File: config.mk
export PLATFORM = sky130hd
export DESIGN_NAME = seq_alu
export DESIGN_NICKNAME = d
export VERILOG_FILES = /design/src/rtl/seq_alu.sv
export SDC_FILE = /design/constraint.sdc
export NUM_CORES = 1
export LEC_CHECK = 0
export ABC_AREA = 1
export ABC_CLOCK_PERIOD_IN_PS = 6900
export CAP_MARGIN = 20
export CORE_AREA = 2 2 189 191
export DETAILED_ROUTE_END_ITERATION = 8
export DIE_AREA = 0 0 191 193
export PLACE_DENSITY_LB_ADDON = 0.12
export SLEW_MARGIN = 15
export SYNTH_ARGS = -nofsm -noshare
export SYNTH_HDL_FRONTEND = slang
export SYNTH_SLANG_ARGS = --single-unit
File: constraint.sdc
create_clock -name clk -period 6.9 [get_ports clk]
set_clock_uncertainty 0.2 [all_clocks]
set_input_delay 1.035 -clock clk [delete_from_list [all_inputs] [get_ports clk]]
set_output_delay 1.035 -clock clk [all_outputs]
set_load 0.05 [all_outputs]
File: src/rtl/seq_alu.sv
// seq_alu: registered opcode ALU with iterative MUL/DIV/MOD and accumulator chaining.
// One operation is accepted per start while idle. Single-cycle ops finish on the
// next edge. MUL (shift-add) and DIV/MOD (restoring divider) take W edges.
module seq_alu #(
  parameter int W = 16
) (
  input  logic           clk,
  input  logic           rst_n,
  input  logic           start,
  input  logic [3:0]     opcode,
  input  logic           use_acc,
  input  logic [W-1:0]   inputA,
  input  logic [W-1:0]   inputB,
  output logic           busy,
  output logic           done,
  output logic [2*W-1:0] outputC,
  output logic [1:0]     error
);

  localparam logic [3:0] OP_NOP  = 4'b0000;
  localparam logic [3:0] OP_CLR  = 4'b0001;
  localparam logic [3:0] OP_NOT  = 4'b0011;
  localparam logic [3:0] OP_XNOR = 4'b0100;
  localparam logic [3:0] OP_NAND = 4'b0101;
  localparam logic [3:0] OP_AND  = 4'b0110;
  localparam logic [3:0] OP_OR   = 4'b0111;
  localparam logic [3:0] OP_XOR  = 4'b1000;
  localparam logic [3:0] OP_NOR  = 4'b1001;
  localparam logic [3:0] OP_MUL  = 4'b1010;
  localparam logic [3:0] OP_ADD  = 4'b1011;
  localparam logic [3:0] OP_SUB  = 4'b1100;
  localparam logic [3:0] OP_DIV  = 4'b1101;
  localparam logic [3:0] OP_MOD  = 4'b1110;

  localparam int            CW       = $clog2(W + 1);
  localparam logic [CW-1:0] CNT_LOAD = CW'(W);
  localparam logic [W-1:0]  ZW       = '0;

  typedef enum logic [1:0] {
    S_IDLE = 2'd0,
    S_EXEC = 2'd1,
    S_ITER = 2'd2
  } state_t;

  state_t         state_q, state_d;
  logic           accept, finish, iter_op;
  logic [W-1:0]   a_sel;

  // Latched operation and iteration state
  logic [3:0]     op_q;
  logic [W-1:0]   opa_q, opb_q;
  logic [CW-1:0]  cnt_q;
  logic [2*W-1:0] acc_q;    // MUL: running product; DIV/MOD: {remainder, dividend/quotient}
  logic [2*W-1:0] mcand_q;  // MUL: multiplicand shifted left once per step

  // Output registers
  logic           busy_q, done_q;
  logic [2*W-1:0] outc_q, res_d;
  logic [1:0]     err_q, err_d;

  // Datapath intermediates
  logic [2*W-1:0] mul_sum;
  logic [W:0]     div_shift, div_diff;
  logic           div_ge;
  logic [W-1:0]   rem_next, quo_next;
  logic [W:0]     add_full, sub_full;

  // Operand A source and classification of the incoming opcode
  always_comb begin
    a_sel   = use_acc ? outc_q[W-1:0] : inputA;
    iter_op = (opcode == OP_MUL) ||
              (((opcode == OP_DIV) || (opcode == OP_MOD)) && (inputB != ZW));
  end

  // State register
  always_ff @(posedge clk or negedge rst_n) begin
    if (!rst_n) state_q <= S_IDLE;
    else        state_q <= state_d;
  end

  // Next-state logic with accept/finish strobes
  always_comb begin
    state_d = state_q;
    accept  = 1'b0;
    finish  = 1'b0;
    case (state_q)
      S_IDLE: begin
        if (start) begin
          accept  = 1'b1;
          state_d = iter_op ? S_ITER : S_EXEC;
        end
      end
      S_EXEC: begin
        finish  = 1'b1;
        state_d = S_IDLE;
      end
      S_ITER: begin
        if (cnt_q == CW'(1)) begin
          finish  = 1'b1;
          state_d = S_IDLE;
        end
      end
      default: state_d = S_IDLE;
    endcase
  end

  // One multiplier step, one restoring-divider step, and the single-cycle adders
  always_comb begin
    mul_sum   = acc_q + (opb_q[0] ? mcand_q : '0);
    div_shift = {acc_q[2*W-1:W], acc_q[W-1]};
    div_diff  = div_shift - {1'b0, opb_q};
    div_ge    = (div_shift >= {1'b0, opb_q});
    rem_next  = div_ge ? div_diff[W-1:0] : div_shift[W-1:0];
    quo_next  = {acc_q[W-2:0], div_ge};
    add_full  = {1'b0, opa_q} + {1'b0, opb_q};
    sub_full  = {1'b0, opa_q} - {1'b0, opb_q};
  end

  // Operand latch at acceptance and iteration stepping
  always_ff @(posedge clk or negedge rst_n) begin
    if (!rst_n) begin
      op_q    <= OP_NOP;
      opa_q   <= '0;
      opb_q   <= '0;
      cnt_q   <= '0;
      acc_q   <= '0;
      mcand_q <= '0;
    end else if (accept) begin
      op_q  <= opcode;
      opa_q <= a_sel;
      opb_q <= inputB;
      cnt_q <= iter_op ? CNT_LOAD : '0;
      if (opcode == OP_MUL) begin
        acc_q   <= '0;
        mcand_q <= {ZW, a_sel};
      end else begin
        // Divider starts with a zero remainder and the dividend in the low half
        acc_q   <= {ZW, a_sel};
        mcand_q <= '0;
      end
    end else if (state_q == S_ITER) begin
      cnt_q <= cnt_q - CW'(1);
      if (op_q == OP_MUL) begin
        acc_q   <= mul_sum;
        mcand_q <= mcand_q << 1;
        opb_q   <= opb_q >> 1;
      end else begin
        acc_q <= {rem_next, quo_next};
      end
    end
  end

  // Result and flags presented at the completion edge
  always_comb begin
    res_d = outc_q;
    err_d = 2'b00;
    if (state_q == S_EXEC) begin
      case (op_q)
        OP_CLR:  res_d = '0;
        OP_NOT:  res_d = {ZW, ~opa_q};
        OP_XNOR: res_d = {ZW, ~(opa_q ^ opb_q)};
        OP_NAND: res_d = {ZW, ~(opa_q & opb_q)};
        OP_AND:  res_d = {ZW, opa_q & opb_q};
        OP_OR:   res_d = {ZW, opa_q | opb_q};
        OP_XOR:  res_d = {ZW, opa_q ^ opb_q};
        OP_NOR:  res_d = {ZW, ~(opa_q | opb_q)};
        OP_ADD: begin
          res_d = {ZW, add_full[W-1:0]};
          err_d = {1'b0, add_full[W]};
        end
        OP_SUB: begin
          res_d = {ZW, sub_full[W-1:0]};
          err_d = {1'b0, sub_full[W]};
        end
        // DIV/MOD only reach EXEC on a zero divisor
        OP_DIV, OP_MOD: begin
          res_d = '0;
          err_d = 2'b10;
        end
        default: res_d = outc_q;  // NOP and illegal opcodes hold
      endcase
    end else begin
      case (op_q)
        OP_MUL:  res_d = mul_sum;
        OP_DIV:  res_d = {ZW, quo_next};
        OP_MOD:  res_d = {ZW, rem_next};
        default: res_d = outc_q;
      endcase
    end
  end

  // Output registers: result/flags on completion, busy follows the FSM, done pulses
  always_ff @(posedge clk or negedge rst_n) begin
    if (!rst_n) begin
      busy_q <= 1'b0;
      done_q <= 1'b0;
      outc_q <= '0;
      err_q  <= 2'b00;
    end else begin
      busy_q <= (state_d != S_IDLE);
      done_q <= finish;
      if (finish) begin
        outc_q <= res_d;
        err_q  <= err_d;
      end
    end
  end

  assign busy    = busy_q;
  assign done    = done_q;
  assign outputC = outc_q;
  assign error   = err_q;

endmodule

==> results of run 1 <==
## through the flow
step	total power [mW]	area, um2	hold WS (ns)	cells	setup slack (ns)
after floorplan	5.31	13700	0.287	2216	4.06
after CTS	8.18	15500	0.289	2723	3.03
after global routing	8.93	15500	0.309	2723	2.76
after detailed placement	7.14	14800	0.272	2691	2.66
after global placement	7.13	14800	0.268	2691	2.70
final	8.24	15500	0.285	2723	3.01
## cell families after synthesis
group | count (synthesis) | synth area share (%)
AO/OA/AOI/OAI | 402 | 16.4
XOR/XNOR | 19 | 1.21
adder cells (fa/ha/maj) | 110 | 10.3
buffers and inverters | 416 | 11.7
flip-flops | 143 | 26.1
AND/OR/NAND/NOR | 1126 | 34.3
## final timing paths
path                            slack [ns]         from           to
worst max-delay path                  3.01   state_q[1]  outputC[28]
min in group asynchronous             0.44        rst_n   mcand_q[5]
worst min register to register        0.29  outputC[29]  outputC[29]
worst min-delay path                  0.29  outputC[29]  outputC[29]
worst max register to register        3.01   state_q[1]  outputC[28]
max in group asynchronous             4.69        rst_n    acc_q[25]
## cells in the final DEF, fill, tap and decap left out, types with 5 or more instances in the layout
cell type	Yosys	layout
inv_6	0	7
inv_1	329	329
nand2_2	4	5
xnor2_1	11	11
a31oi_1	5	5
nand3b_1	8	8
xor2_1	8	8
nor4_1	5	5
o21ai_1	14	13
nand4_1	25	25
nor3_1	20	20
o21bai_1	9	9
dfrtp_1	143	143
a21oi_1	122	122
nand2_1	662	661
o21ai_2	10	10
o22ai_1	24	24
clkbuf_16	0	17
or2_2	7	7
ha_1	106	106
clkdlybuf4s50_1	0	74
inv_2	9	9
buf_4	3	14
o211ai_1	31	31
and2_1	12	12
o21ai_0	172	172
nor2_1	203	202
nand3_1	171	171
## state kept, by name, summed over array words and instances (netlist names)
register	cells
acc_q	32
opa_q	16
busy	1
state_q	2
mcand_q	32
cnt_q	5
op_q	4
done	1
error	2
outputC	32
opb_q	16
## metal layers
metal	vias up	track usage (%)	wire length (um)
met4	0	14.2	2650
met3	105	2.86	2560
li1	7174	-	-
met1	6798	39.4	24000
met5	-	0	0
met2	480	49.4	24800
## power groups by stage
stage	clock network, mW	registers (mW)	logic, mW
CTS	1.02	1.60	5.56
detailed placement	0	1.61	5.53
global placement	0	1.61	5.52
floorplan	0	1.74	3.57
finish	1.01	1.60	5.62
global route	1.06	1.64	6.22
## worst reg2reg max path, stage by stage, from the launching register on
cell	delay [ns]
dfrtp_1	0.41
inv_1	0.09
ha_1	0.62
clkinv_1	0.67
a31oi_1	0.41
nand2_2	0.48
inv_4	0.41
nand3_4	0.30
o21ai_1	0.22
## area by class of cell
type                       count  area (um2)  share of cell area, %
tap                          461         577                   3.73
timing repair buffer          89         857                   5.55
sequential                   143        3580                   23.2
clock inverter                15         196                   1.27
clock buffer                  17         425                   2.75
multi-input combinational   1657        8540                   55.2
inverter                     341        1280                   8.30
==> key figures, run 1 <==
Synth
  – Cell taking the most area after synthesis: dfrtp_1
  – Most common cell in the netlist: nand2_1
  – Share of Yosys cell area claimed by the top area cell type: 26.1%
  – Synth Register Bits: 143
  – Synth top cells by count: nand2_1 (662), inv_1 (329), nor2_1 (203)
  – Syn avg cell area: 6.18 um2
  – Area contributors post-synth: dfrtp_1 (26%), nand2_1 (18%), ha_1 (9.7%)
  – Count of different cell masters after synthesis: 48
  – Sequential cell area fraction in the yosys report: 26.1%
  – Synth warn: 0
  – Syn_nets: 2,366
  – Post-synth EDFFs: 0
  – Syn Inst Count: 2,216
  – Synthesized cell area: 13,700 um2
  – Async S/R FF share, synth: 100%
  – Synth Flop Type: dfrtp_1

Status
  – Status: completed

Pwr
  – Int Power: 3.45 mW
  – Sequential share of power: 19.5%
  – Leak: 7.97 nW
  – Max IR drop VDD: 0.210 mV
  – Switching portion of total power: 58.2%
  – Clock Power Share: 12.3%
  – Switch Pwr: 4.79 mW
  – Comb power frac: 68.2%
  – Pwr/cell area: 533 nW/um2

Floorplanning
  – Die Area: 36,900 um2
  – # IOs: 76
  – Starting Density: 39.2%
  – Core area: 35,000 um2
  – Die height: 193 um
  – Chip Width: 191 um
  – Row cnt: 69

Worst setup path
  – Crit Path Max Fanout: 33
  – CP cell instances: inv_1, ha_1, clkinv_1, a31oi_1, nand2_2, inv_4, nand3_4, o21ai_1
  – Worst R2R Path Depth: 8
  – Max stage delay on crit path: 0.66 ns
  – Setup CP Type: reg -> reg
  – CP bufs+invs: 3
  – CP Launch Type: flip-flop
  – Crit path depth: 8
  – CP endpoint kind: flip-flop
  – Slowest CP cell: clkinv_1
  – CP required: 7.06 ns
  – CP top delay family: buffers and inverters
  – Arrival time at the worst endpoint: 4.05 ns

Clocking
  – Max Buffers Root-to-Sink: 2
  – Hold_buf cts: 0
  – Clock sink count: 143
  – CTS clk-pin slew, worst paths: 0.07 ns
  – Clk_lat worst skew: 0.45 ns
  – H-tree lvl count: 4
  – Post_cts resized: 0
  – CTS tree: built
  – Post-CTS setup buffer count: 0
  – Root buf cell: clkbuf_16
  – Num CTS Buffers: 17

Global route
  – Largest net degree at the start of global routing: 82
  – Vias in the first global route: 13,802
  – GRT overflow: 0
  – Initial antenna violation count: 0
  – First-pass GRT wire length: 82,700 um
  – GRT Overall Usage: 29.9%

STA
  – Max Fclk: 257 MHz
  – Tmin final: 3.89 ns
  – Slew margin rel.: 28.2%
  – Setup-failing EPs final: 0
  – RSZ-0062 raised after global routing: no
  – Slew at the pin closest to its max-slew limit: 1.07 ns
  – Period utilization: 56.4%
  – Fin Setup TNS: 0 ns
  – Max-slew violations: 0
  – Final hold vios: 0

Worst hold path
  – Hold crit path type: reg -> reg
  – Worst Hold Depth: 2

Route
  – DR iter-0 viols: 1,181
  – Residual DRC: 0
  – Antenna viol nets, final: 0
  – DR pass1 iterations: 6
  – WL/cell: 19.8 um
  – Post-Route WL: 54,000 um
  – Vias: 14,557
  – Via/cell ratio: 5.35

Final layout
  – Fillers: 3,783
  – Area growth, synth to finish: 12.8%
  – Antenna cells: 0
  – Nets: 2,399
  – Final core occ: 44.2%
  – Layout cells sized above 1: 4.07%

Job
  – Max Cap Viol: 0

Place
  – Final HPWL DP: 43,000 um
  – I/O Buffers: 75
  – RD Place Congestion: 0.989
Power figures use the tool's default switching activity.
==> run 2, diff against run 1 <==
--- a/config.mk
+++ b/config.mk
@@ -6,7 +6,7 @@
 export NUM_CORES = 1
 export LEC_CHECK = 0
 export ABC_AREA = 1
-export ABC_CLOCK_PERIOD_IN_PS = 6900
+export ABC_CLOCK_PERIOD_IN_PS = 3670
 export CAP_MARGIN = 20
 export CORE_AREA = 2 2 189 191
 export DETAILED_ROUTE_END_ITERATION = 8
==> constraint.sdc (replaced) <==
create_clock -name clk -period 3.67 [get_ports clk]
set_clock_uncertainty 0.2 [all_clocks]
set_input_delay 0.5505 -clock clk [delete_from_list [all_inputs] [get_ports clk]]
set_output_delay 0.5505 -clock clk [all_outputs]
set_load 0.05 [all_outputs]
==> run 2 against run 1 <==
Against the previous run:
- flip-flop and latch count unchanged
- sequential share of layout area shrank 0.20 points
- total power increased by 88%
- critical path depth rose by 7
- first-iteration DRC count up 13%
- combinational power rose by 90%
- wire length fell by 0.51%
- largest power group unchanged
- highest routed layer unchanged
==> key figures, run 2 (synthesis results as in run 1) <==
STA
  – Period utilization: 87.8%
  – RSZ-0062 raised after global routing: no
  – Max-slew violations: 0
  – Final hold vios: 0
  – Slew at the pin closest to its max-slew limit: 1.15 ns
  – Final WS setup: 0.447 ns
  – Slew margin rel.: 22.2%
  – Setup-failing EPs final: 0
  – Worst hold margin: 0.287 ns
  – Max Fclk: 310 MHz
  – Fin Setup TNS: 0 ns
  – Tmin final: 3.22 ns

Place
  – I/O Buffers: 75
  – Placed Cells: 2,710
  – Place WS: 0.472 ns
  – RD Place Congestion: 0.987
  – Final HPWL DP: 42,600 um
  – DP Area: 15,000 um2

Worst setup path
  – Arrival time at the worst endpoint: 3.34 ns
  – CP required: 3.78 ns
  – Register-to-Register Setup Slack: 0.45 ns
  – CP Launch Type: flip-flop
  – Reg-to-reg startpoint: opb_q[0]
  – Crit Path Max Fanout: 31
  – Reg2Reg Capture Point: acc_q[19]
  – CP endpoint kind: flip-flop
  – Worst R2R Path Depth: 15
  – Setup CP Type: reg -> reg

Global route
  – First-pass GRT wire length: 82,900 um
  – Vias in the first global route: 14,191
  – GRT overflow: 0
  – Initial antenna violation count: 0
  – Largest net degree at the start of global routing: 73
  – GRT Overall Usage: 29.7%

Clocking
  – Clk_lat worst skew: 0.44 ns
  – Num CTS Buffers: 17
  – CTS tree: built
  – H-tree lvl count: 4
  – CTS clk-pin slew, worst paths: 0.07 ns
  – Post-CTS setup buffer count: 0
  – Clock sink count: 143
  – Hold_buf cts: 1
  – Root buf cell: clkbuf_16
  – Max Buffers Root-to-Sink: 2
  – Post_cts resized: 0

Floorplanning
  – Core area: 35,000 um2
  – Chip Width: 191 um
  – Starting Density: 39.2%
  – Row cnt: 69
  – Die Area: 36,900 um2
  – # IOs: 76
  – Die height: 193 um

Route
  – WL/cell: 19.6 um
  – Post-Route WL: 53,800 um
  – Via/cell ratio: 5.38
  – Vias: 14,756
  – Antenna viol nets, final: 0
  – DR pass1 iterations: 7
  – DR iter-0 viols: 1,337
  – Residual DRC: 0

Pwr
  – Total power: 15.5 mW
  – Pwr/cell area: 991 nW/um2
  – Leak: 8.05 nW
  – Max IR drop VDD: 0.389 mV

Final layout
  – Layout cells sized above 1: 4.69%
  – Most frequent cells in the layout: nand2_1 (661), inv_1 (329), nor2_1 (202)
  – Cell Count, Final, Fillers Out: 2,743
  – Commonest non-fill, non-tap cell in the layout: nand2_1
  – Nets: 2,419
  – Area growth, synth to finish: 13.8%
  – Antenna cells: 0
  – Post-route cell area: 15,600 um2
  – Final core occ: 44.6%

Worst hold path
  – Worst Hold Depth: 2
  – Worst hold path endpoint: outputC[23]
  – Hold crit path type: reg -> reg
  – Hold Crit Start: outputC[23]

Job
  – Max Cap Viol: 0

Status
  – Status: completed
## run 2: changes by cell type in the layout (fill, tap and decap cells not counted), moves of 3 or more
cell,delta
buf_12,+3
inv_6,-7
buf_4,+16
clkinv_2,+4
clkinv_4,+3
clkbuf_1,+4
## run 2: routing by layer
layer / track usage, % / vias to the layer above / routed length [um]
met3: 3.64 / 110 / 2740
met4: 11.5 / 0 / 2110
met5: 0 / - / 0
li1: - / 7225 / -
met2: 50.7 / 500 / 25400
met1: 38.3 / 6921 / 23600
## run 2: worst max path at each step
stage	start	depth (start not counted)	slack, ns	endpoint
6_report	opb_q[0]	15	0.45	acc_q[19]
5_1_grt	opb_q[0]	14	0.21	acc_q[23]
4_1_cts	opb_q[0]	15	0.45	acc_q[19]
3_5_place_dp	opb_q[0]	15	0.47	acc_q[19]
3_3_place_gp	opb_q[0]	15	0.55	acc_q[19]
2_1_floorplan	opb_q[0]	18	0.83	acc_q[16]
## run 2: final cells by class
type                    instances  area [um2]
clock buffers                  22         454
clock inverters                10         114
fillers                      3718       19400
inverters                     341        1280
multi-input cells            1657        8540
flip-flops and latches        143        3580
well taps                     461         577
repair buffers                109        1050
## run 2: worst max-delay path, stage by stage, from the launching register on
cell and delay (ns):
dfrtp_1 0.46, buf_4 0.37, nand2_1 0.09, inv_1 0.07
ha_1 0.26, or2_2 0.35, nand3_1 0.10, nand2_1 0.11
nand2_1 0.10, nand3_1 0.15, nand2_1 0.10, nand2_1 0.07
xnor2_1 0.42, nand2_1 0.10, nand2_1 0.07, o21ai_0 0.07
## run 2: power by group
part           leakage (nW)  internal (mW)  switching [mW]
clock network         0.278           1.02           0.743
logic                  5.93           3.27            7.45
registers              1.84           2.23           0.742
==> run 3, diff against run 2 <==
--- a/config.mk
+++ b/config.mk
@@ -12,7 +12,6 @@
 export DETAILED_ROUTE_END_ITERATION = 8
 export DIE_AREA = 0 0 191 193
 export PLACE_DENSITY_LB_ADDON = 0.12
-export SLEW_MARGIN = 15
 export SYNTH_ARGS = -nofsm -noshare
 export SYNTH_HDL_FRONTEND = slang
 export SYNTH_SLANG_ARGS = --single-unit
==> results of run 3 <==
Final layout, timing and power as in run 2 (identical DEF).
